--- src/rtl/watchdog_pkg.sv ---
// rtl/watchdog_pkg.sv - shared types and default widths for the watchdog pin interface
// Contents: unloader_state_t (S_IDLE, S_PRESENT, S_WAIT_LOW) and default-width localparams
// used by both the result return path and the parameter-load path.
package watchdog_pkg;

    localparam int DEFAULT_DATA_W      = 32;
    localparam int DEFAULT_BYTE_W      = 8;
    localparam int DEFAULT_SYNC_STAGES = 2;

    typedef enum logic [1:0] {
        S_IDLE     = 2'd0,
        S_PRESENT  = 2'd1,
        S_WAIT_LOW = 2'd2
    } unloader_state_t;

endpackage

--- src/rtl/sync_bit.sv ---
// rtl/sync_bit.sv - single-bit multi-flop synchronizer for asynchronous pin inputs
// Ports:
//   clk    in  1  destination clock
//   rst_n  in  1  asynchronous active-low reset; clears the chain to 0
//   d      in  1  asynchronous input level
//   q      out 1  synchronized level, STAGES clocks behind d
// Parameters: STAGES (>=2) number of flops in the chain.
module sync_bit #(
    parameter int STAGES = 2
) (
    input  logic clk,
    input  logic rst_n,
    input  logic d,
    output logic q
);

    logic [STAGES-1:0] chain;

    always_ff @(posedge clk or negedge rst_n) begin
        if (!rst_n) begin
            chain <= '0;
        end else begin
            chain <= {chain[STAGES-2:0], d};
        end
    end

    assign q = chain[STAGES-1];

endmodule

--- src/rtl/result_unloader.sv ---
// rtl/result_unloader.sv - sends the core's 32-bit result to the host byte by byte over pins
// Ports:
//   clk            in  1       clock
//   rst_n          in  1       asynchronous active-low reset
//   result         in  DATA_W  signed core result, captured when a strobe is accepted
//   result_valid   in  1       one-cycle capture strobe from the core
//   unloader_busy  out 1       transfer in progress
//   out_pins       out BYTE_W  byte currently offered to the host (LSB byte first)
//   out_valid      out 1       byte available; four-phase handshake with host_ack
//   host_ack       in  1       asynchronous host acknowledge level
//   overrun        out 1       sticky: strobe dropped while not idle; cleared by next capture
// Build option: RESULT_UNLOADER_CHECKSUM_EN appends an XOR-of-data-bytes byte to each transfer.
module result_unloader
    import watchdog_pkg::*;
#(
    parameter int DATA_W      = DEFAULT_DATA_W,
    parameter int BYTE_W      = DEFAULT_BYTE_W,
    parameter int SYNC_STAGES = DEFAULT_SYNC_STAGES
) (
    input  logic                     clk,
    input  logic                     rst_n,
    input  logic signed [DATA_W-1:0] result,
    input  logic                     result_valid,
    output logic                     unloader_busy,
    output logic [BYTE_W-1:0]        out_pins,
    output logic                     out_valid,
    input  logic                     host_ack,
    output logic                     overrun
);

    localparam int NUM_BYTES = DATA_W / BYTE_W;
`ifdef RESULT_UNLOADER_CHECKSUM_EN
    localparam int TOTAL_BYTES = NUM_BYTES + 1;
`else
    localparam int TOTAL_BYTES = NUM_BYTES;
`endif
    localparam int SHIFT_W = TOTAL_BYTES * BYTE_W;
    localparam int CNT_W   = $clog2(TOTAL_BYTES + 1);
    localparam logic [CNT_W-1:0] LAST_CNT = CNT_W'(TOTAL_BYTES - 1);

    logic ack_s;

    sync_bit #(
        .STAGES(SYNC_STAGES)
    ) u_ack_sync (
        .clk  (clk),
        .rst_n(rst_n),
        .d    (host_ack),
        .q    (ack_s)
    );

    unloader_state_t     state_q, state_d;
    logic [SHIFT_W-1:0]  shift_q, shift_d;
    logic [CNT_W-1:0]    cnt_q, cnt_d;
    logic                valid_q, valid_d;
    logic                busy_q, busy_d;
    logic                overrun_q, overrun_d;
    logic [SHIFT_W-1:0]  capture_word;

`ifdef RESULT_UNLOADER_CHECKSUM_EN
    logic [BYTE_W-1:0] csum;

    always_comb begin
        csum = '0;
        for (int k = 0; k < NUM_BYTES; k++) begin
            csum = csum ^ result[k*BYTE_W +: BYTE_W];
        end
    end

    // Checksum rides above the data so the right shift delivers it last.
    assign capture_word = {csum, result};
`else
    assign capture_word = result;
`endif

    always_ff @(posedge clk or negedge rst_n) begin
        if (!rst_n) begin
            state_q   <= S_IDLE;
            shift_q   <= '0;
            cnt_q     <= '0;
            valid_q   <= 1'b0;
            busy_q    <= 1'b0;
            overrun_q <= 1'b0;
        end else begin
            state_q   <= state_d;
            shift_q   <= shift_d;
            cnt_q     <= cnt_d;
            valid_q   <= valid_d;
            busy_q    <= busy_d;
            overrun_q <= overrun_d;
        end
    end

    always_comb begin
        state_d   = state_q;
        shift_d   = shift_q;
        cnt_d     = cnt_q;
        valid_d   = valid_q;
        busy_d    = busy_q;
        overrun_d = overrun_q;

        // Acceptance depends on the registered state only, so the cycle that
        // returns to S_IDLE still drops a strobe.
        if (result_valid && (state_q != S_IDLE)) begin
            overrun_d = 1'b1;
        end

        case (state_q)
            S_IDLE: begin
                if (result_valid) begin
                    shift_d   = capture_word;
                    cnt_d     = '0;
                    valid_d   = 1'b1;
                    busy_d    = 1'b1;
                    overrun_d = 1'b0;
                    state_d   = S_PRESENT;
                end
            end
            S_PRESENT: begin
                // An ack already high on entry is taken as the acknowledge.
                if (ack_s) begin
                    valid_d = 1'b0;
                    state_d = S_WAIT_LOW;
                end
            end
            S_WAIT_LOW: begin
                if (!ack_s) begin
                    if (cnt_q == LAST_CNT) begin
                        shift_d = '0;
                        cnt_d   = '0;
                        busy_d  = 1'b0;
                        state_d = S_IDLE;
                    end else begin
                        shift_d = shift_q >> BYTE_W;
                        cnt_d   = cnt_q + CNT_W'(1);
                        valid_d = 1'b1;
                        state_d = S_PRESENT;
                    end
                end
            end
            default: begin
                shift_d = '0;
                cnt_d   = '0;
                valid_d = 1'b0;
                busy_d  = 1'b0;
                state_d = S_IDLE;
            end
        endcase
    end

    assign out_pins      = shift_q[BYTE_W-1:0];
    assign out_valid     = valid_q;
    assign unloader_busy = busy_q;
    assign overrun       = overrun_q;

endmodule

--- config.mk ---
export PLATFORM = sky130hd
export DESIGN_NAME = result_unloader
export DESIGN_NICKNAME = d
export VERILOG_FILES = /design/src/rtl/watchdog_pkg.sv /design/src/rtl/sync_bit.sv /design/src/rtl/result_unloader.sv
export SDC_FILE = /design/constraint.sdc
export NUM_CORES = 1
export LEC_CHECK = 0
export CELL_PAD_IN_SITES_DETAIL_PLACEMENT = 2
export CELL_PAD_IN_SITES_GLOBAL_PLACEMENT = 2
export CORE_ASPECT_RATIO = 2
export CORE_MARGIN = 1.5
export CORE_UTILIZATION = 34
export CTS_BUF_LIST = sky130_fd_sc_hd__clkbuf_16
export CTS_CLUSTER_DIAMETER = 60
export DETAILED_ROUTE_END_ITERATION = 7
export HOLD_SLACK_MARGIN = 0.02
export MAX_ROUTING_LAYER = met4
export PLACE_DENSITY_LB_ADDON = 0.1
export SYNTH_ARGS = -nofsm -noshare
export SYNTH_HDL_FRONTEND = slang
export SYNTH_HIERARCHICAL = 1
export SYNTH_SLANG_ARGS = --single-unit
--- constraint.sdc ---
create_clock -name clk -period 2.6 [get_ports clk]
set_input_delay 0.39 -clock clk [delete_from_list [all_inputs] [get_ports clk]]
set_output_delay 0.39 -clock clk [all_outputs]
set_load 0.05 [all_outputs]
==> reports/qor.txt <==
GP Congestion: 0.693
Layout Area Growth over Synthesis: 26.3%
Rel. slew slack: 36.3%
synthesized cell area: 2050 sq um
CP endpoint: out_valid
largest net degree at the start of global routing: 43
syn avg cell area: 11.4 sq um
worst reg2reg setup slack: 850 ps
met1 Track Usage GR: 21.2%
Post-CTS Repair Setup Buffers: 0
Die Area: 6520 sq um
Compound-Gate Fraction of Synth Area: 26.4%
met2 GRT Util: 32.9%
largest family of logic cells by synthesized area: compound AO/OA/AOI/OAI gates
H-Tree Depth: 2
CP max stage delay: 830 ps
Synth top area share: 51.4%
Reg clk slew, reported paths: 60 ps
Post-CTS Hold Fix Bufs: 0
Setup WS pre-CTS: 574 ps
Detail Route Antenna Nets: 0
Worst setup EP type: output pin
Crit path required time: 2210 ps
Detailed Route WL: 5380 um
period utilization: 72.7%
global routing's busiest layer: met2
Avg WL per Cell: 19.5 um
post-layout minimum cycle time: 1890 ps
Post-Synth Adder-Cell Area: 0.612%
worst r2r src: state_q[1]$_DFFE_PN0P_
CP max FO: 3
Unique masters post-synth: 27
CTS tree: built
Vias: 1560
Yosys Warn Count: 6
Post-Syn Instances: 179
CP arrival: 1500 ps
Synth area leaders: dfrtp_1 (51%), o2bb2ai_1 (11%), nor2b_1 (7.6%), a31oi_1 (7.3%), buf_4 (5.5%)
CP Buf/Inv Count: 1
Max Transition Viols Final: 0
vias in the first global route: 1820
hpwl dp: 3850 um
sequential-to-total area share from yosys stat: 51.4%
crit path kind: reg -> out
cell family with most CP delay: buffers and inverters
Final Hold Viols: 0
antenna violations before repair: 0
# rows: 39
internal power: 1.75 mW
fin worst setup slack: 709 ps
failing checks: DRC
cell area after layout: 2580 sq um
NumNets Final: 251
Peak supply drop: 0.585 mV
Num CTS Buffers: 5
Multi-input gate area: 817 sq um
drt via density: 5.65
switching fraction of total power: 40.3%
Root Buffer Master: clkbuf_16
Clock Path Buffers: 2
Synth Area in Simple Gates: 12.4%
I/O pins: 47
worst hold path class: in -> async
DRT iter0 DRCs: 36
area leader, netlist: dfrtp_1
leakage: 1.07 nW
critical path startpoint: out_valid$_DFFE_PN0P_
FF-to-FF path depth: 4
Net Switching: 1.18 mW
die height: 113 um
post-CTS resize count: 0
placed cell count: 268
Async SR Flop Fraction: 100%
CP Cell Sequence: clkdlybuf4s50_1
clk sinks: 42
fraction of layout cells with a size suffix above 1: 9.30%
core area: 5760 sq um
n_diodes: 0
Setup Total Neg Slack: 0 ps
pwr dens: 1130 nW/um^2
Initial Utilization: 35.5%
# DRC: 4
Global Route Usage Sum: 19.0%
first-pass GRT wire length: 9210 um
Fill cells: 613
Seq pwr share: 38.0%
Max Freq: 0.529 GHz
status: finished with violations
met3 GRT Util: 4.11%
Worst Tran Pin Value: 955 ps
number of synthesized flops with an enable pin: 0
XOR/XNOR share of the synthesized area: 0%
global route overflow: 0
CP Launch Type: flop
Hold Slack: 249 ps
flip-flop and latch area: 1050 sq um
RSZ-0062 raised after global routing: false
Max Cap Violations: 0
Final Skew: 5.68 ps
worst r2r dst: shift_q[6]$_DFFE_PN0P_
Comb pwr share: 41.7%
Crit path depth: 1
Die Wd: 57.9 um
ys flop type: dfrtp_1
slowest CP cell: clkdlybuf4s50_1
register bit total from synthesis: 42
worst skew pair latency: 290 ps
non-filler cells, final: 276
Final Core Density: 44.9%
port bufs: 46
fraction of synthesized area in multiplexers: 0.489%
placed instance area: 2450 sq um
Syn Nets: 216
drt first pass iters: 6
final setup vio count: 0
clock power share: 20.2%
total power: 2.93 mW
layout make-up:
type                            instances  share of cell area (%)
Clock inverter                          3                   0.484
Tap cell                               61                    2.95
Multi-Input combinational cell        112                    31.6
Timing Repair Buffer                   51                    19.1
Clock buffer                            5                    4.84
Inverter                                2                   0.291
Sequential cell                        42                    40.7
per-layer routing:
metal	vias to the layer above	wire [um]
met3	7	200
met1	787	2140
met4	0	82
li1	722	-
met2	44	2950
met5	-	0
layout by cell type (no fill, tap or decap), types with 2 or more instances in the layout:
master / instances
a21oi_1: 6
nor2b_1: 25
a31oi_1: 24
o2bb2ai_1: 26
clkbuf_16: 5
o21ai_0: 2
clkdlybuf4s50_1: 45
dfrtp_1: 41
a22o_1: 8
nor2b_2: 2
inv_1: 3
nor2_1: 5
buf_4: 5
nand2_1: 2
cells in the mapped netlist (2+ instances only):
cell / n
nor2b_2: 2
buf_2: 4
o21ai_0: 2
nor2_1: 5
nand2_1: 2
buf_6: 3
a22o_1: 8
inv_1: 2
o2bb2ai_1: 26
dfrtp_1: 42
a31oi_1: 24
a21oi_1: 6
nor2b_1: 25
buf_4: 15
cells by family after synthesis:
group,Yosys count
buffers and inverters,25
AOI/OAI and AO/OA,70
DFF,42
adders and majority gates,1
muxes,1
and+or+nand+nor,40
how the worst min path moves through the flow:
stage,startpoint,end,slack (ps),depth (start not counted)
global route,rst_n,shift_q[0]$_DFFE_PN0P_,330,1
global placement,u_ack_sync/chain[0]$_DFF_PN0_,u_ack_sync/chain[1]$_DFF_PN0_,340,0
floorplan,rst_n,async pin,90,0
CTS,rst_n,shift_q[1]$_DFFE_PN0P_,290,1
finish,rst_n,shift_q[1]$_DFFE_PN0P_,250,1
detailed placement,u_ack_sync/chain[0]$_DFF_PN0_,u_ack_sync/chain[1]$_DFF_PN0_,360,0
state kept, by name, summed over array words and instances (netlist names), named ones only:
name and flops:
unloader_busy 1, cnt_q 3, shift_q 32, u_ack_sync/chain 2, out_valid 1, state_q 2
power groups by stage:
stage | registers (mW) | logic [mW] | clock network [mW]
floorplan | 1.08 | 0.981 | 0
global placement | 1.10 | 1.17 | 0
detailed placement | 1.12 | 1.24 | 0
CTS | 1.12 | 1.24 | 0.607
global route | 1.15 | 1.35 | 0.637
finish | 1.11 | 1.22 | 0.593
(Power assumes the default switching activity.)
